--- src/rtl/alu_sequencer_pkg.sv ---
// Shared definitions for the ALU sequencer: op codes, instruction field layout,
// FSM state encoding and the instruction decode helper.
package alu_sequencer_pkg;

  localparam int INSTR_W     = 16;
  localparam int OP_HI       = 15;
  localparam int OP_LO       = 13;
  localparam int USE_IMM_BIT = 12;
  localparam int RD_HI       = 11;
  localparam int RD_LO       = 9;
  localparam int RS1_HI      = 8;
  localparam int RS1_LO      = 6;
  localparam int RS2_HI      = 5;
  localparam int RS2_LO      = 3;
  localparam int IMM_HI      = 5;
  localparam int IMM_LO      = 0;
  localparam int REG_IDX_W   = RD_HI - RD_LO + 1;
  localparam int IMM_W       = IMM_HI - IMM_LO + 1;

  typedef enum logic [2:0] {
    OP_ADD = 3'd0,
    OP_SUB = 3'd1,
    OP_OR  = 3'd2,
    OP_AND = 3'd3,
    OP_XOR = 3'd4,
    OP_NOT = 3'd5,
    OP_SHL = 3'd6,
    OP_CMP = 3'd7
  } alu_op_e;

  typedef enum logic [2:0] {
    ST_IDLE    = 3'd0,
    ST_LOAD_A  = 3'd1,
    ST_LOAD_B  = 3'd2,
    ST_EXEC    = 3'd3,
    ST_LATCH_Y = 3'd4,
    ST_WB      = 3'd5
  } seq_state_e;

  typedef struct packed {
    alu_op_e                op;
    logic                   use_imm;
    logic [REG_IDX_W-1:0]   rd;
    logic [REG_IDX_W-1:0]   rs1;
    logic [REG_IDX_W-1:0]   rs2;
    logic [IMM_W-1:0]       imm6;
  } instr_t;

  // rs2 and imm6 overlap in the encoding; use_imm picks which one matters.
  function automatic instr_t decode_instr(input logic [INSTR_W-1:0] raw);
    instr_t d;
    d.op      = alu_op_e'(raw[OP_HI:OP_LO]);
    d.use_imm = raw[USE_IMM_BIT];
    d.rd      = raw[RD_HI:RD_LO];
    d.rs1     = raw[RS1_HI:RS1_LO];
    d.rs2     = raw[RS2_HI:RS2_LO];
    d.imm6    = raw[IMM_HI:IMM_LO];
    return d;
  endfunction

endpackage

--- src/rtl/alu_sequencer_if.sv ---
// Instruction handshake, ALU operand/strobe bus and debug read port of the sequencer.
// slave = the sequencer itself; master = the CPU front end plus the ALU it drives.
interface alu_sequencer_if
  import alu_sequencer_pkg::*;
#(
  parameter int DATA_W = 32,
  parameter int ADDR_W = 3
);

  logic               instr_valid;
  logic               instr_ready;
  logic [INSTR_W-1:0] instr;
  logic [DATA_W-1:0]  alu_a;
  logic [DATA_W-1:0]  alu_b;
  logic [2:0]         alu_sel;
  logic               alu_init_a;
  logic               alu_init_b;
  logic               alu_init_y;
  logic [DATA_W-1:0]  alu_y;
  logic               done;
  logic [DATA_W-1:0]  result;
  logic [ADDR_W-1:0]  dbg_addr;
  logic [DATA_W-1:0]  dbg_data;

  modport slave (
    input  instr_valid, instr, alu_y, dbg_addr,
    output instr_ready, alu_a, alu_b, alu_sel,
           alu_init_a, alu_init_b, alu_init_y,
           done, result, dbg_data
  );

  modport master (
    output instr_valid, instr, alu_y, dbg_addr,
    input  instr_ready, alu_a, alu_b, alu_sel,
           alu_init_a, alu_init_b, alu_init_y,
           done, result, dbg_data
  );

endinterface

--- src/rtl/alu_sequencer_regfile.sv ---
// Architectural register file: two combinational operand reads, one debug read,
// one synchronous write port; r0 is hardwired to zero.
module seq_regfile #(
  parameter int DATA_W  = 32,
  parameter int REG_CNT = 8,
  parameter int ADDR_W  = 3
) (
  input  logic              clk,
  input  logic              rst_n,
  input  logic              we_i,
  input  logic [ADDR_W-1:0] waddr_i,
  input  logic [DATA_W-1:0] wdata_i,
  input  logic [ADDR_W-1:0] raddr_a_i,
  output logic [DATA_W-1:0] rdata_a_o,
  input  logic [ADDR_W-1:0] raddr_b_i,
  output logic [DATA_W-1:0] rdata_b_o,
  input  logic [ADDR_W-1:0] dbg_addr_i,
  output logic [DATA_W-1:0] dbg_data_o
);

  logic [DATA_W-1:0] mem_q [REG_CNT];

  // NOTE: this storage is reset explicitly because a reset must leave every
  // register reading 0; that forces flops rather than a RAM macro here.
  always_ff @(posedge clk) begin
    if (!rst_n) begin
      for (int i = 0; i < REG_CNT; i++) begin
        mem_q[i] <= '0;
      end
    end else if (we_i && (waddr_i != '0)) begin
      // NOTE: non-blocking so every flop samples pre-edge values, whatever the
      // order of statements in this block.
      mem_q[waddr_i] <= wdata_i;
    end
  end

  assign rdata_a_o  = (raddr_a_i  == '0) ? '0 : mem_q[raddr_a_i];
  assign rdata_b_o  = (raddr_b_i  == '0) ? '0 : mem_q[raddr_b_i];
  assign dbg_data_o = (dbg_addr_i == '0) ? '0 : mem_q[dbg_addr_i];

endmodule

--- src/rtl/alu_sequencer.sv ---
// Sequencer in front of a strobe-latched ALU: accepts one instruction, drives
// A/B/Y load strobes in order, then writes the ALU result back to the register file.
module alu_sequencer
  import alu_sequencer_pkg::*;
#(
  parameter int DATA_W  = 32,
  parameter int REG_CNT = 8,
  parameter int ADDR_W  = 3
) (
  input  logic           clk,
  input  logic           rst_n,
  alu_sequencer_if.slave bus
);

  seq_state_e           state_q;
  logic                 ready_q;
  logic [ADDR_W-1:0]    rd_q;
  logic [ADDR_W-1:0]    rs2_q;
  logic                 use_imm_q;
  logic [IMM_W-1:0]     imm6_q;
  logic [DATA_W-1:0]    alu_a_q;
  logic [DATA_W-1:0]    alu_b_q;
  alu_op_e              alu_sel_q;
  logic                 init_a_q;
  logic                 init_b_q;
  logic                 init_y_q;
  logic                 done_q;
  logic [DATA_W-1:0]    result_q;

  instr_t               instr_dec;
  logic [DATA_W-1:0]    rf_a;
  logic [DATA_W-1:0]    rf_b;
  logic [DATA_W-1:0]    op_b_d;
  logic                 rf_we;

  assign instr_dec = decode_instr(bus.instr);
  assign rf_we     = (state_q == ST_WB);

  seq_regfile #(
    .DATA_W  (DATA_W),
    .REG_CNT (REG_CNT),
    .ADDR_W  (ADDR_W)
  ) u_regfile (
    .clk        (clk),
    .rst_n      (rst_n),
    .we_i       (rf_we),
    .waddr_i    (rd_q),
    .wdata_i    (bus.alu_y),
    .raddr_a_i  (ADDR_W'(instr_dec.rs1)),
    .rdata_a_o  (rf_a),
    .raddr_b_i  (rs2_q),
    .rdata_b_o  (rf_b),
    .dbg_addr_i (bus.dbg_addr),
    .dbg_data_o (bus.dbg_data)
  );

  // NOTE: assign a default before any conditional so no path leaves op_b_d
  // unassigned, which would otherwise infer a latch.
  always_comb begin
    op_b_d = rf_b;
    if (use_imm_q) begin
      op_b_d = DATA_W'(imm6_q);
    end
  end

  // Operand A is read at the accept edge straight from the incoming instruction;
  // operand B one edge later from the captured rs2, so both reads see the
  // writeback of the previous instruction.
  always_ff @(posedge clk) begin
    if (!rst_n) begin
      state_q   <= ST_IDLE;
      ready_q   <= 1'b1;
      rd_q      <= '0;
      rs2_q     <= '0;
      use_imm_q <= 1'b0;
      imm6_q    <= '0;
      alu_a_q   <= '0;
      alu_b_q   <= '0;
      alu_sel_q <= OP_ADD;
      init_a_q  <= 1'b0;
      init_b_q  <= 1'b0;
      init_y_q  <= 1'b0;
      done_q    <= 1'b0;
      result_q  <= '0;
    end else begin
      init_a_q <= 1'b0;
      init_b_q <= 1'b0;
      init_y_q <= 1'b0;
      done_q   <= 1'b0;
      unique case (state_q)
        ST_IDLE: begin
          if (bus.instr_valid && ready_q) begin
            rd_q      <= ADDR_W'(instr_dec.rd);
            rs2_q     <= ADDR_W'(instr_dec.rs2);
            use_imm_q <= instr_dec.use_imm;
            imm6_q    <= instr_dec.imm6;
            alu_a_q   <= rf_a;
            alu_sel_q <= instr_dec.op;
            init_a_q  <= 1'b1;
            ready_q   <= 1'b0;
            state_q   <= ST_LOAD_A;
          end
        end
        ST_LOAD_A: begin
          alu_b_q  <= op_b_d;
          init_b_q <= 1'b1;
          state_q  <= ST_LOAD_B;
        end
        ST_LOAD_B: begin
          state_q <= ST_EXEC;
        end
        ST_EXEC: begin
          init_y_q <= 1'b1;
          state_q  <= ST_LATCH_Y;
        end
        ST_LATCH_Y: begin
          state_q <= ST_WB;
        end
        ST_WB: begin
          result_q <= bus.alu_y;
          done_q   <= 1'b1;
          ready_q  <= 1'b1;
          state_q  <= ST_IDLE;
        end
        default: begin
          ready_q <= 1'b1;
          state_q <= ST_IDLE;
        end
      endcase
    end
  end

  assign bus.instr_ready = ready_q;
  assign bus.alu_a       = alu_a_q;
  assign bus.alu_b       = alu_b_q;
  assign bus.alu_sel     = alu_sel_q;
  assign bus.alu_init_a  = init_a_q;
  assign bus.alu_init_b  = init_b_q;
  assign bus.alu_init_y  = init_y_q;
  assign bus.done        = done_q;
  assign bus.result      = result_q;

endmodule

--- src/flat_wrapper.sv ---
// flat-port wrapper written by rule: the top's interface ports become plain ports
module alu_sequencer_flat import alu_sequencer_pkg::*;
#(
  parameter int DATA_W  = 32,
  parameter int REG_CNT = 8,
  parameter int ADDR_W  = 3
)
  (clk, rst_n, bus_instr_valid, bus_instr, bus_alu_y, bus_dbg_addr, bus_instr_ready, bus_alu_a, bus_alu_b, bus_alu_sel, bus_alu_init_a, bus_alu_init_b, bus_alu_init_y, bus_done, bus_result, bus_dbg_data);
  alu_sequencer_if #(.DATA_W(DATA_W), .ADDR_W(ADDR_W)) bus_i ();
  input  logic clk;
  input  logic rst_n;
  input wire logic [$bits(bus_i.instr_valid)-1:0] bus_instr_valid;
  input wire logic [$bits(bus_i.instr)-1:0] bus_instr;
  input wire logic [$bits(bus_i.alu_y)-1:0] bus_alu_y;
  input wire logic [$bits(bus_i.dbg_addr)-1:0] bus_dbg_addr;
  output wire logic [$bits(bus_i.instr_ready)-1:0] bus_instr_ready;
  output wire logic [$bits(bus_i.alu_a)-1:0] bus_alu_a;
  output wire logic [$bits(bus_i.alu_b)-1:0] bus_alu_b;
  output wire logic [$bits(bus_i.alu_sel)-1:0] bus_alu_sel;
  output wire logic [$bits(bus_i.alu_init_a)-1:0] bus_alu_init_a;
  output wire logic [$bits(bus_i.alu_init_b)-1:0] bus_alu_init_b;
  output wire logic [$bits(bus_i.alu_init_y)-1:0] bus_alu_init_y;
  output wire logic [$bits(bus_i.done)-1:0] bus_done;
  output wire logic [$bits(bus_i.result)-1:0] bus_result;
  output wire logic [$bits(bus_i.dbg_data)-1:0] bus_dbg_data;
  assign bus_i.instr_valid = bus_instr_valid;
  assign bus_i.instr = bus_instr;
  assign bus_i.alu_y = bus_alu_y;
  assign bus_i.dbg_addr = bus_dbg_addr;
  assign bus_instr_ready = bus_i.instr_ready;
  assign bus_alu_a = bus_i.alu_a;
  assign bus_alu_b = bus_i.alu_b;
  assign bus_alu_sel = bus_i.alu_sel;
  assign bus_alu_init_a = bus_i.alu_init_a;
  assign bus_alu_init_b = bus_i.alu_init_b;
  assign bus_alu_init_y = bus_i.alu_init_y;
  assign bus_done = bus_i.done;
  assign bus_result = bus_i.result;
  assign bus_dbg_data = bus_i.dbg_data;
  alu_sequencer #(.DATA_W(DATA_W), .REG_CNT(REG_CNT), .ADDR_W(ADDR_W)) u_core (.clk(clk), .rst_n(rst_n), .bus(bus_i));
endmodule
--- config.mk ---
export PLATFORM = sky130hd
export DESIGN_NAME = alu_sequencer_flat
export DESIGN_NICKNAME = d
export VERILOG_FILES = /design/src/rtl/alu_sequencer_pkg.sv /design/src/rtl/alu_sequencer_if.sv /design/src/rtl/alu_sequencer_regfile.sv /design/src/rtl/alu_sequencer.sv /design/src/flat_wrapper.sv
export SDC_FILE = /design/constraint.sdc
export NUM_CORES = 1
export LEC_CHECK = 0
export CAP_MARGIN = 20
export CORE_ASPECT_RATIO = 0.5
export CORE_MARGIN = 2
export CORE_UTILIZATION = 45
export DETAILED_ROUTE_END_ITERATION = 7
export PLACE_DENSITY_LB_ADDON = 0.25
export SYNTH_ARGS = -nofsm -noshare
export SYNTH_HDL_FRONTEND = slang
export SYNTH_HIERARCHICAL = 1
export SYNTH_SLANG_ARGS = --single-unit
--- constraint.sdc ---
create_clock -name clk -period 4.8 [get_ports clk]
set_clock_uncertainty 0.05 [all_clocks]
set_input_delay 0.96 -clock clk [delete_from_list [all_inputs] [get_ports clk]]
set_output_delay 0.96 -clock clk [all_outputs]
set_load 0.1 [all_outputs]
# Word level (Yosys, flattened, before mapping)
# Memories as Yosys holds them, arrays and structs flattened. A register that Yosys moved wholly into a read port is not among the register bits.
# Cells that the tools add are included.
# totals
inputBits	54
wordCells	55
memories	1
register_bits	120
output_inout_bits	136
mem_bits_rw	256
# memory_table
memory	words	word_bits	rd	rd_clocked_by_memory_dff	write_ports	line	source
u_core.u_regfile.mem_q	8	32	3	1	8	alu_sequencer_regfile.sv:21	logic [DATA_W-1:0] mem_q [REG_CNT];
# op_classes
bitwise	1
reduce_logical	12
n_eq_ne	6
n_mux	21
# op_table
op	n
two-way mux 32 bit	5
OR reduction 32 bit	1
case mux 3 bit (5 select lines)	1
zero test 3 bit	4
two-way mux 3 bit	4
two-way mux 1 bit	10
== test 3 x 2 -> 1 bit, second input constant	2
== test 3 bit, second input constant	2
AND reduction 2 bit	3
OR reduction 4 bit	1
== test 3 x 1 -> 1 bit, second input constant	1
nonzero test 3 bit	1
logical AND 1 bit	2
inequality test 2 x 1 -> 1 bit, second input constant	1
case mux 1 bit (2 select lines)	1
inverter 1 bit	1

# Longest topological paths before layout
# depth
depth_word	7
mapped_depth	8
depth_no_buf	5

# Cells and area by module
# The synthesis kept the hierarchy.
# by_module_without_submodules
mod	instances	area_each_um2	cells_per_inst	seq_area_each_um2
seq_regfile	1	15117.0	1079	6726.5
alu_sequencer	1	4346.7	451	2342.2

# Worst setup path before layout
# No wires, ideal clock.
# synth_timing
path_kind	input to output
start	input bus_dbg_addr[0]
end	output bus_dbg_data[12]
path_slack_ps	-116
stages	5
t_arrival_ps	3906
n_path_buf	2
required_ps	3790
cell_sequence	buf_6 and2b_4 buf_6 a221oi_2 a311oi_1
# synth_via
elab_chain_len	2
elab_cells_between_ends	3
classes_between	1 x mux; 1 x reduce/logical; 1 x memory
# synth_lines
element	line	source
start: declaration	flat_wrapper.sv:15	input wire logic [$bits(bus_i.dbg_addr)-1:0] bus_dbg_addr;
memory (8 x 32 bit) / zero test 3 bit (equally long branches)	n/a	
two-way mux 32 bit *	alu_sequencer_regfile.sv:39	assign dbg_data_o = (dbg_addr_i == '0) ? '0 : mem_q[dbg_addr_i];
end: declaration	flat_wrapper.sv:25	output wire logic [$bits(bus_i.dbg_data)-1:0] bus_dbg_data;
# Mark *: on every way between the ends. The rest lies on a longest branch, timed or not.

# Final worst setup path
# layout_timing
start	input bus_dbg_addr[1]
end	output bus_dbg_data[29]
# Same word-level chain as after synthesis.

==> impl_metrics.csv <==
group,metric,value,unit
outcome,run_status,"complete, no violations",
die,rows,53,
timing,hold_viol_final,0,
cells_and_area,layout_commonest_cell,"mux2i_1",
route,wirelength,62.5,mm
timing,finalMaxSlewViolations,0,
grt,antenna_found_initial,3,
clock_tree,clock-root-buffer,"clkbuf_16",
synth,synth_xor_area_frac,0,
die,dieWidth,298,µm
clock_tree,cts_setup_buffers,0,
clock_tree,tritoncts,"done",
route,dr.pass1.iters,5,
cells_and_area,syn2layout_area_growth,18.3,%
setup_path,path_class,"primary input to primary output",
setup_path,cp-end-kind,"primary output",
timing,finalCriticalPeriod,4.11,ns
clock_tree,cts_max_level,2,
die,coreArea,0.0423,mm²
placed_design,port_buffers,189,
power,p_per_area,343,mW/mm²
route,drt-wirelength-per-cell,27.5,µm
die,chipHeight,151,µm
placed_design,dp_hpwl,39.0,mm
clock_tree,cts.sinks,341,
clock_tree,insertion_delay,0.54,ns
route,post-route-drc-count,0,
cells_and_area,num-fill-cells,3559,
timing,slew-limit-headroom,0.320,
synth,syn-instance-count,1530,
route,antenna_left,0,
clock_tree,hold_buffers,0,
worst_hold_path,hp-class,"flip-flop to flip-flop",
grt,grt_pass1_vias,14100,
synth,syn_avg_cell_area,12.7,µm²
route,vias,13900,
cells_and_area,finalInstanceArea,0.0230,mm²
cells_and_area,num-nets-final,1716,
setup_path,arrival,3.10,ns
setup_path,critPathLaunch,"bus_dbg_addr[1]",
timing,final.setup.tns,0,ns
die,pin_count,190,
synth,ys_warn_count,6,
route,vias_per_cell,6.13,
synth,syn_nets,1584,
timing,worstMarginPinSlew,1.02,ns
worst_hold_path,worstHoldStart,"u_core/bus.alu_a[23]",
grt,gr-total-overflow,0,
synth,synth_adder_area_share,0,
synth,ys_seq_area_frac,0.466,
synth,netlist-cell-type-count,48,
synth,ys_ff_latch,341,
grt,grt_max_degree,62,
flow_run,cap_violations,0,
placed_design,place_area,0.0219,mm²
timing,period_share,0.856,
power,leakage,8.57,nW
clock_tree,clk_path_buf_depth,3,
synth,synth_top_area_frac,0.346,
power,ir_drop,205,µV
timing,finalSetupViolations,0,
synth,synth_compound_area_frac,0.167,
grt,track_usage,0.273,
die,die-area,0.0450,mm²
die,start_util,0.460,
synth,synth_top_family_by_area,"multiplexers",
route,drt_iter0_drc,1405,
cells_and_area,final_cell_mix,"mux2i_1, and2_1, edfxtp_1, a221oi_2, nand2_1",
synth,synth.area.mux_share,0.189,
timing,fmax,243,MHz
clock_tree,cts.repair.resized,0,
timing,rsz0062_at_grt,"no",
synth,synthSimpleGateAreaFrac,0.122,
clock_tree,cts_buffers,35,
setup_path,cp-start-kind,"primary input",
route,drt-met1-wl,27.4,mm
synth,yosys-top-cells-area,"edfxtp_1, a221oi_2, mux2i_1",
cells_and_area,layout-drive-gt1-share,0.254,
route,met3_length,4.82,mm
route,maxUsedRoutingLayer,"met4",
setup_path,cp_max_fo,32,
route,wl_met2,28.5,mm
grt,grt_pass1_wl,91.2,mm
placed_design,gp_congestion,0.871,
synth,syn_area,0.0195,mm²
cells_and_area,fin_util,0.544,
power,p_total,7.89,mW
placed_design,placed_cells,2202,
setup_path,cp.required,3.79,ns
clock_tree,path_clk_slew,0.06,ns
cells_and_area,final-instance-count-excl-fill,2269,
synth,synth_top_cell_by_area,"edfxtp_1",
setup_path,reg2reg_from,"u_core/state_q[2]",
[critical path, cell delays in order]
cell and delay [ns]:
buf_4 0.36, and2b_4 0.83, a221oi_1 0.24, a311oi_2 0.45, buf_12 0.23
[where the power goes]
group / total (mW) / leakage [nW] / internal [mW] / switching [mW]
sequential: 3.37 / 3.26 / 3.24 / 0.133
clock: 2.74 / 0.553 / 1.54 / 1.20
combinational: 1.78 / 4.76 / 0.589 / 1.19
[synthesized netlist by cell type (all sizes together)]
cell / count
nor3b: 1
nor2b: 12
inv: 3
o2bb2ai: 1
nor3: 3
nand2b: 7
o21ai: 6
nand3b: 3
and2: 228
nand2: 158
nor2: 16
buf: 121
o21a: 1
and4b: 1
a31oi: 1
edfxtp: 224
a311oi: 6
and3: 1
nand3: 1
mux2: 96
clkbuf: 23
and2b: 1
a221oi: 182
mux2i: 237
a21oi: 35
dfxtp: 117
a211oi: 15
a22o: 27
and3b: 2
a2111oi: 1
[cell type report]
type,instances,area (µm²),share of cell area
clock inverter,19,133,0.00576
multi-input combinational,1042,9470,0.411
antenna,4,10.0,0.000435
sequential,341,9070,0.394
clock buffer,44,1000,0.0435
inverter,3,11.3,0.000489
timing repair buffer,239,2610,0.113
tap,577,722,0.0313
[sequential cells by signal, summed over array words and instances, names as in the netlist, 3 cells and up]
name / flops
u_core/u_regfile/mem_q: 224
u_core/rd_q: 3
u_core/bus.alu_sel: 3
u_core/imm6_q: 4
u_core/state_q: 3
u_core/bus.alu_a: 32
u_core/bus.result: 32
u_core/bus.alu_b: 32
[path summary, 6_finish.rpt]
| check | endpoint | slack (ns) | cells after the start |
|---|---|---|---|
| worst max-delay path | bus_dbg_data[29] | 0.69 | 5 |
| worst min-delay path | u_core/bus.alu_a[23] | 0.41 | 2 |
| worst max register to register | u_core/u_regfile/mem_q[4][26] | 1.14 | 5 |
| worst min register to register | u_core/bus.alu_a[23] | 0.41 | 2 |
[per-stage QoR]
step	hold slack (ns)	setup WS, ns
CTS	0.407	0.717
finish	0.406	0.689
detailed placement	0.397	0.727
floorplan	0.384	0.685
global placement	0.392	0.755
global route	0.428	0.648
[routing by layer]
| layer | global-route usage | vias to the layer above |
|---|---|---|
| li1 | - | 6090 |
| met1 | 0.378 | 7049 |
| met2 | 0.436 | 652 |
| met3 | 0.0456 | 128 |
| met4 | 0.0940 | 0 |
| met5 | 0 | - |
[cells by family after synthesis]
logic type             count (synthesis)
flip-flops                           341
buffers and inverters                147
multiplexers                         333
AO/OA/AOI/OAI                        275
AND/OR/NAND/NOR                      434
Note: power is estimated with default switching activity, not from simulation.
